## src/rtl/host_cmd_seq.sv

```systemverilog
// Host-side command sequencer: sends a 24-bit command as three UART bytes (MSB first),
// then collects the opcode-dependent number of response bytes from the UART receiver.
module host_cmd_seq #(
    parameter int unsigned DUMP_BYTES = 510,
    parameter int unsigned TIMEOUT    = 1048576,
    parameter logic [7:0]  ACK        = 8'hA5
) (
    input  logic        clk,
    input  logic        rst,
    input  logic [23:0] cmd,
    input  logic        send_cmd,
    output logic        busy,
    output logic [7:0]  tx_data,
    output logic        trmt,
    input  logic        tx_done,
    input  logic [7:0]  rx_data,
    input  logic        rx_rdy,
    output logic        clr_rx_rdy,
    output logic [7:0]  resp,
    output logic        resp_vld,
    output logic        resp_last,
    output logic        cmd_sent,
    output logic        done,
    output logic        nak_err,
    output logic        timeout_err
);

    localparam int unsigned RXW = $clog2(DUMP_BYTES + 1);
    localparam int unsigned TOW = (TIMEOUT > 2) ? $clog2(TIMEOUT) : 1;
    localparam logic [TOW-1:0] TO_LIMIT = TOW'(TIMEOUT - 2);
    localparam logic [7:0] OP_DUMP  = 8'h01;
    localparam logic [7:0] OP_RD_A  = 8'h07;
    localparam logic [7:0] OP_RD_B  = 8'h09;

    typedef enum logic [2:0] {
        S_IDLE,
        S_LOAD,
        S_TX_WAIT,
        S_RX_WAIT,
        S_DONE
    } state_t;

    state_t         state_q;
    logic [23:0]    shadow_q;
    logic [1:0]     idx_q;
    logic [RXW-1:0] rx_cnt_q;
    logic [RXW-1:0] exp_cnt_q;
    logic           wr_class_q;
    logic [TOW-1:0] to_cnt_q;
    logic [7:0]     tx_data_q;
    logic           trmt_q;
    logic           clr_q;
    logic [7:0]     resp_q;
    logic           resp_vld_q;
    logic           resp_last_q;
    logic           cmd_sent_q;
    logic           done_q;
    logic           nak_q;
    logic           to_err_q;

    logic [7:0]     byte_sel_d;
    logic           rx_take_d;
    logic           rx_last_d;
    logic           to_hit_d;
    logic           is_dump_d;
    logic           wr_class_d;

    always_comb begin
        byte_sel_d = shadow_q[7:0];
        case (idx_q)
            2'd0:    byte_sel_d = shadow_q[23:16];
            2'd1:    byte_sel_d = shadow_q[15:8];
            default: byte_sel_d = shadow_q[7:0];
        endcase
        // rx_rdy seen while clr_rx_rdy is out is the same byte still pending its clear
        rx_take_d  = rx_rdy && !clr_q;
        rx_last_d  = (RXW'(rx_cnt_q + RXW'(1)) == exp_cnt_q);
        to_hit_d   = (to_cnt_q == TO_LIMIT);
        is_dump_d  = (cmd[23:16] == OP_DUMP);
        wr_class_d = !(is_dump_d || cmd[23:16] == OP_RD_A || cmd[23:16] == OP_RD_B);
    end

    always_ff @(posedge clk) begin
        if (rst) begin
            state_q     <= S_IDLE;
            shadow_q    <= '0;
            idx_q       <= '0;
            rx_cnt_q    <= '0;
            exp_cnt_q   <= '0;
            wr_class_q  <= 1'b0;
            to_cnt_q    <= '0;
            tx_data_q   <= '0;
            trmt_q      <= 1'b0;
            clr_q       <= 1'b0;
            resp_q      <= '0;
            resp_vld_q  <= 1'b0;
            resp_last_q <= 1'b0;
            cmd_sent_q  <= 1'b0;
            done_q      <= 1'b0;
            nak_q       <= 1'b0;
            to_err_q    <= 1'b0;
        end else begin
            trmt_q      <= 1'b0;
            clr_q       <= 1'b0;
            resp_vld_q  <= 1'b0;
            resp_last_q <= 1'b0;
            cmd_sent_q  <= 1'b0;
            done_q      <= 1'b0;

            // Bytes arriving outside the receive window are discarded
            if (rx_take_d && state_q != S_RX_WAIT) begin
                clr_q <= 1'b1;
            end

            case (state_q)
                S_IDLE: begin
                    if (send_cmd) begin
                        shadow_q   <= cmd;
                        nak_q      <= 1'b0;
                        to_err_q   <= 1'b0;
                        idx_q      <= '0;
                        rx_cnt_q   <= '0;
                        exp_cnt_q  <= is_dump_d ? RXW'(DUMP_BYTES) : RXW'(1);
                        wr_class_q <= wr_class_d;
                        state_q    <= S_LOAD;
                    end
                end
                S_LOAD: begin
                    tx_data_q <= byte_sel_d;
                    trmt_q    <= 1'b1;
                    to_cnt_q  <= '0;
                    state_q   <= S_TX_WAIT;
                end
                S_TX_WAIT: begin
                    if (tx_done) begin
                        to_cnt_q <= '0;
                        if (idx_q != 2'd2) begin
                            idx_q   <= idx_q + 2'd1;
                            state_q <= S_LOAD;
                        end else begin
                            cmd_sent_q <= 1'b1;
                            state_q    <= S_RX_WAIT;
                        end
                    end else if (to_hit_d) begin
                        to_err_q <= 1'b1;
                        state_q  <= S_DONE;
                    end else begin
                        to_cnt_q <= to_cnt_q + TOW'(1);
                    end
                end
                S_RX_WAIT: begin
                    if (rx_take_d) begin
                        clr_q      <= 1'b1;
                        resp_q     <= rx_data;
                        resp_vld_q <= 1'b1;
                        rx_cnt_q   <= rx_cnt_q + RXW'(1);
                        to_cnt_q   <= '0;
                        if (rx_last_d) begin
                            resp_last_q <= 1'b1;
                            if (wr_class_q && rx_data != ACK) begin
                                nak_q <= 1'b1;
                            end
                            state_q <= S_DONE;
                        end
                    end else if (to_hit_d) begin
                        to_err_q <= 1'b1;
                        state_q  <= S_DONE;
                    end else begin
                        to_cnt_q <= to_cnt_q + TOW'(1);
                    end
                end
                S_DONE: begin
                    done_q  <= 1'b1;
                    state_q <= S_IDLE;
                end
                default: state_q <= S_IDLE;
            endcase
        end
    end

    assign busy        = (state_q != S_IDLE);
    assign tx_data     = tx_data_q;
    assign trmt        = trmt_q;
    assign clr_rx_rdy  = clr_q;
    assign resp        = resp_q;
    assign resp_vld    = resp_vld_q;
    assign resp_last   = resp_last_q;
    assign cmd_sent    = cmd_sent_q;
    assign done        = done_q;
    assign nak_err     = nak_q;
    assign timeout_err = to_err_q;

endmodule

```

## config.mk

```make
export PLATFORM = sky130hd
export DESIGN_NAME = host_cmd_seq
export DESIGN_NICKNAME = d
export VERILOG_FILES = /design/src/rtl/host_cmd_seq.sv
export SDC_FILE = /design/constraint.sdc
export NUM_CORES = 1
export LEC_CHECK = 0
export ABC_CLOCK_PERIOD_IN_PS = 2500
export CORE_UTILIZATION = 53
export CTS_CLUSTER_SIZE = 20
export DETAILED_ROUTE_END_ITERATION = 10
export PLACE_DENSITY = 0.79
export SYNTH_ARGS = -nofsm -noshare
export SYNTH_HDL_FRONTEND = slang
export SYNTH_SLANG_ARGS = --single-unit
```

## constraint.sdc

```tcl
create_clock -name clk -period 2.5 [get_ports clk]
set_input_delay 0.375 -clock clk [delete_from_list [all_inputs] [get_ports clk]]
set_output_delay 0.375 -clock clk [all_outputs]
set_load 0.03 [all_outputs]
```

# Word level (Yosys, flattened, before mapping)

Index checks and enable logic that the tools add are counted.

Register bits after elaboration: 92
Logic and storage cells: 107

$add $sub $neg: 3
Equal/unequal tests: 22
Mux-type cells: 37
Bitwise operators: 4
Reductions and logical operators: 24

Operator list:

| operator              | count |
|---|---|
| $mux 20               | 3 |
| $pmux 20 s3           | 1 |
| $mux 9                | 3 |
| $add 20x1->20 const B | 1 |
| $eq 20x20->1 const B  | 1 |
| $ne 2x2->1 const B    | 9 |
| $pmux 9 s2            | 1 |
| $pmux 8 s2            | 1 |
| $mux 1                | 15 |
| $mux 3                | 5 |
| $pmux 3 s4            | 1 |
| $add 9x1->9 const B   | 1 |
| $eq 9x9->1            | 1 |
| $reduce_bool 3->1     | 3 |
| $eq 8x1->1 const B    | 1 |
| $eq 8x3->1 const B    | 1 |
| $eq 8x4->1 const B    | 1 |
| $mux 2                | 4 |
| $ne 8x8->1 const B    | 1 |
| $reduce_and 4->1      | 2 |
| $eq 3x2->1 const B    | 2 |
| $reduce_and 2->1      | 3 |
| $reduce_or 3->1       | 2 |
| $reduce_and 5->1      | 1 |
| other kinds (18)      | 26 |

# Logic depth before layout (Yosys ltp)

Depth in word-level cells: 6
Depth in mapped cells: 9

# Worst setup path after synthesis

Ideal clock, no wire load.

Kind: flip-flop to flip-flop
From: register rx_cnt_q[0]
To: register state_q[0]
Library setup time: 0.117 ns
Data arrival time: 1.662 ns
Required time: 2.383 ns
Path slack: 0.722 ns
Cell stages (with the launch flop): 9
Period minus slack after synthesis: 1.778 ns
Path through: dfxtp_1 -> ha_1 -> buf_2 -> nand3_1 -> nor2_1 -> xor2_1 -> a32o_1 -> nand2_1 -> a22o_1

Cells in the longest elaborated chain, start to end: 4

RTL lines:

| what                              | line | text |
|---|---|---|
| start: declaration                | 46   | `logic [RXW-1:0] rx_cnt_q;` |
| start signal: assignment          | 156  | `rx_cnt_q <= rx_cnt_q + RXW'(1);` |
| $add 9x1->9                       | 77   | `rx_last_d = (RXW'(rx_cnt_q + RXW'(1)) == exp_cnt_q);` |
| $eq 9x9->1                        | 77   |  |
| $ne 3x3->1 (no source line)       | -    |  |
| $reduce_and 2->1 (no source line) | -    |  |
| end signal: assignment            | 85   | `state_q <= S_IDLE;` |
| end signal: assignment            | 125  | `state_q <= S_LOAD;` |
| end signal: assignment            | 132  | `state_q <= S_TX_WAIT;` |
| end: declaration                  | 43   | `state_t state_q;` |

No other way between the ends.
A chain may end at the register's enable or synchronous reset.

# Final worst setup path

From: register state_q[0]
To: output busy

Cells in the longest elaborated chain, start to end: 1

RTL lines:

| what              | line | text |
|---|---|---|
| $reduce_bool 3->1 | 181  | `assign busy = (state_q != S_IDLE);` |
| end: declaration  | 12   | `output logic busy,` |

No other way between the ends.

==> flow_metrics.tcl <==
set metrics [dict create \
    synth_cell_types 50 \
    hold_buffers 0 \
    grt_pass1_vias 3284 \
    fin_crit_sh_pct 88.4 \
    powerDensity_mw_per_mm2 643 \
    drtIter0Drc 229 \
    antenna_cells 0 \
    yosysMostFrequentCell "nand2_1" \
    endpoint_kind "output port" \
    grt_pass1_wl_um 14700 \
    required_ns 2.12 \
    grt_max_degree 33 \
    row_count 30 \
    syn-num-nets 530 \
    netlist.area_leader.share_pct 43.9 \
    setup_violations 0 \
    hold_class "in -> reg" \
    clk_pin_slew_ns 0.10 \
    post_cts_buffers 0 \
    cts-root-to-sink-buffers 2 \
    fill_cells 557 \
    post_drt_wl_per_cell_um 14.3 \
    synth.ff_latch_count 85 \
    cts_buffers 9 \
    path_delay_family "buffers and inverters" \
    crit_fanout 13 \
    initial_core_util_pct 55.9 \
    multi_input_area_sq_mm 0.00201 \
    grtUsageTotal_pct 24.8 \
    cts_resized 0 \
    fin_setup_tns_ns 0 \
    antenna_found_initial 0 \
    seq_area_sq_mm 0.00170 \
    relSlewSlack_pct 64.6 \
    worst-path-buf-inv 1 \
    skew_ns 0.0155 \
    rsz0062_at_grt "false" \
    gr-total-overflow 0 \
    vias_per_cell 5.64 \
    core_sq_mm 0.00694 \
    ioPinCount 62 \
    drc_errors 0 \
    max_stage_delay_ns 0.67 \
    dr.pass1.iters 5 \
    synth_edf_count 0 \
    final_area_sq_mm 0.00475 \
    clkLatencyLatePin_ns 0.38 \
    gp_congestion 0.882 \
    max_freq_mhz 453 \
    crit_chain "nor2_1 -> nand2_1 -> clkdlybuf4s50_1" \
    syn_inst 487 \
    drive_above_1_share_pct 7.88 \
    htreeDepth 3 \
    root_buffer "clkbuf_8" \
    slew_viol_final 0 \
    slowest_stage "clkdlybuf4s50_1" \
    fin_crit_ns 2.21 \
    yosysSeqAreaShare_pct 43.9 \
    synth_area_leaders "dfxtp_1, nand2_1, a21oi_1, nor2_1, xor2_1" \
    worstSetupStartpointType "flip-flop" \
    total_power_mw 3.05 \
    finalNetCount 584 \
    synthArstFlopShare_pct 0 \
    synth_warnings 0 \
    ir_drop_v 0.000291 \
    path_class "reg -> out" \
    synth_common_cells "nand2_1, dfxtp_1, nor2_1" \
    die_width_um 87.6 \
    synth_flop_cell "dfxtp_1" \
    placed_area_sq_mm 0.00456 \
    cts_sinks 85 \
    worst_pin_slew_ns 0.529 \
    status "finished clean" \
    syn_area_sq_mm 0.00388 \
    area_growth_pct 22.3 \
    dpl.hpwl_um 6390 \
    p_leak_nw 1.67 \
    io_buffers 61 \
    cap_violations 0 \
    ant_nets 0 \
    dieArea_sq_mm 0.00767 \
    hold_viol 0 \
    wl_um 9180 \
    worstPathArrival_ns 1.83 \
    die_y_um 87.6 \
    syn_area_per_cell_sq_um 7.97 \
    utilization_pct 68.4 \
    tritoncts "built" \
    synth_top_area_cell "dfxtp_1" \
    vias 3624 \
]
## placed cells by master, fill, tap and decap left out, drive strengths merged, types with 10 or more instances in the layout
master         netlist  layout
a21oi               48      48
a22oi               10      10
buf                 19      14
clkdlybuf4s50        0      60
dfxtp               85      85
inv                  8      13
nand2              101     101
nand3               15      15
nor2                53      53
nor3                15      15
o21ai               19      19
xor2                14      14
## area by class of cell
cell class	count	share of cell area, %
flip-flops and latches	85	35.8
inverters	8	0.633
clock inverters	7	1.32
clock buffers	9	2.61
repair buffers	74	14.8
well taps	96	2.53
multi-input cells	363	42.3
## worst paths after layout
check,from,endpoint,slack [ns],depth (start not counted)
setup / recovery,state_q[0]$_SDFFE_PP0P_,busy,0.29,3
hold / removal,rst,rx_cnt_q[5]$_SDFFE_PP0P_,0.33,2
setup reg to reg,rx_cnt_q[0]$_SDFFE_PP0P_,state_q[0]$_SDFFE_PP0P_,0.45,7
hold reg to reg,resp[3]$_SDFFE_PP0P_,resp[3]$_SDFFE_PP0P_,0.46,2
## report_power, final
part	switching, mW	total [mW]	internal (mW)
registers	0.0635	1.50	1.44
clock network	0.566	0.950	0.384
logic	0.354	0.602	0.248
## worst register-to-register path, delay by kind of cell, from the launching register on
| kind | cells | cell delay [ns] |
|---|---|---|
| simple gates | 4 | 0.81 |
| xor+xnor | 1 | 0.11 |
| compound gates | 1 | 0.23 |
| flops | 1 | 0.44 |
| fa+ha+maj | 1 | 0.35 |
## flip-flops by register name, indices dropped and copies added, names as in the netlist
signal	flops
shadow_q	24
to_cnt_q	20
rx_cnt_q	9
resp	8
tx_data	8
state_q	3
exp_cnt_q	2
idx_q	2
clr_rx_rdy	1
cmd_sent	1
done	1
nak_err	1
resp_last	1
resp_vld	1
timeout_err	1
trmt	1
wr_class_q	1
## per-stage QoR
stage / hold slack (ns) / std cells / worst slack (ns)
floorplan: 0.436 / 487 / 0.722
global route: 0.345 / 642 / 0.202
detailed placement: 0.448 / 626 / 0.343
CTS: 0.332 / 642 / 0.281
finish: 0.333 / 642 / 0.291
global placement: 0.443 / 626 / 0.374
## routing by layer
| layer | routed length, um | global-route usage (%) | share of wire (%) | vias up |
|---|---|---|---|---|
| met5 | 0 | 0 | 0 | - |
| met4 | 198 | 10.7 | 2.2 | 0 |
| met3 | 529 | 5.56 | 5.8 | 20 |
| met2 | 4390 | 42.3 | 48 | 126 |
| met1 | 4050 | 30.1 | 44 | 1679 |
| li1 | - | - | - | 1799 |
## cell families (layout without fill, tap and decap cells)
family          after synthesis  after routing  share of synthesized area (%)
compound gates              108            108                           17.1
xor+xnor                     21             21                           4.74
fa+ha+maj                     6              6                           1.93
buf+inv                      39             98                           4.58
flops                        85             85                           43.9
simple gates                228            228                           27.8
Power figures use the tool's default switching activity.
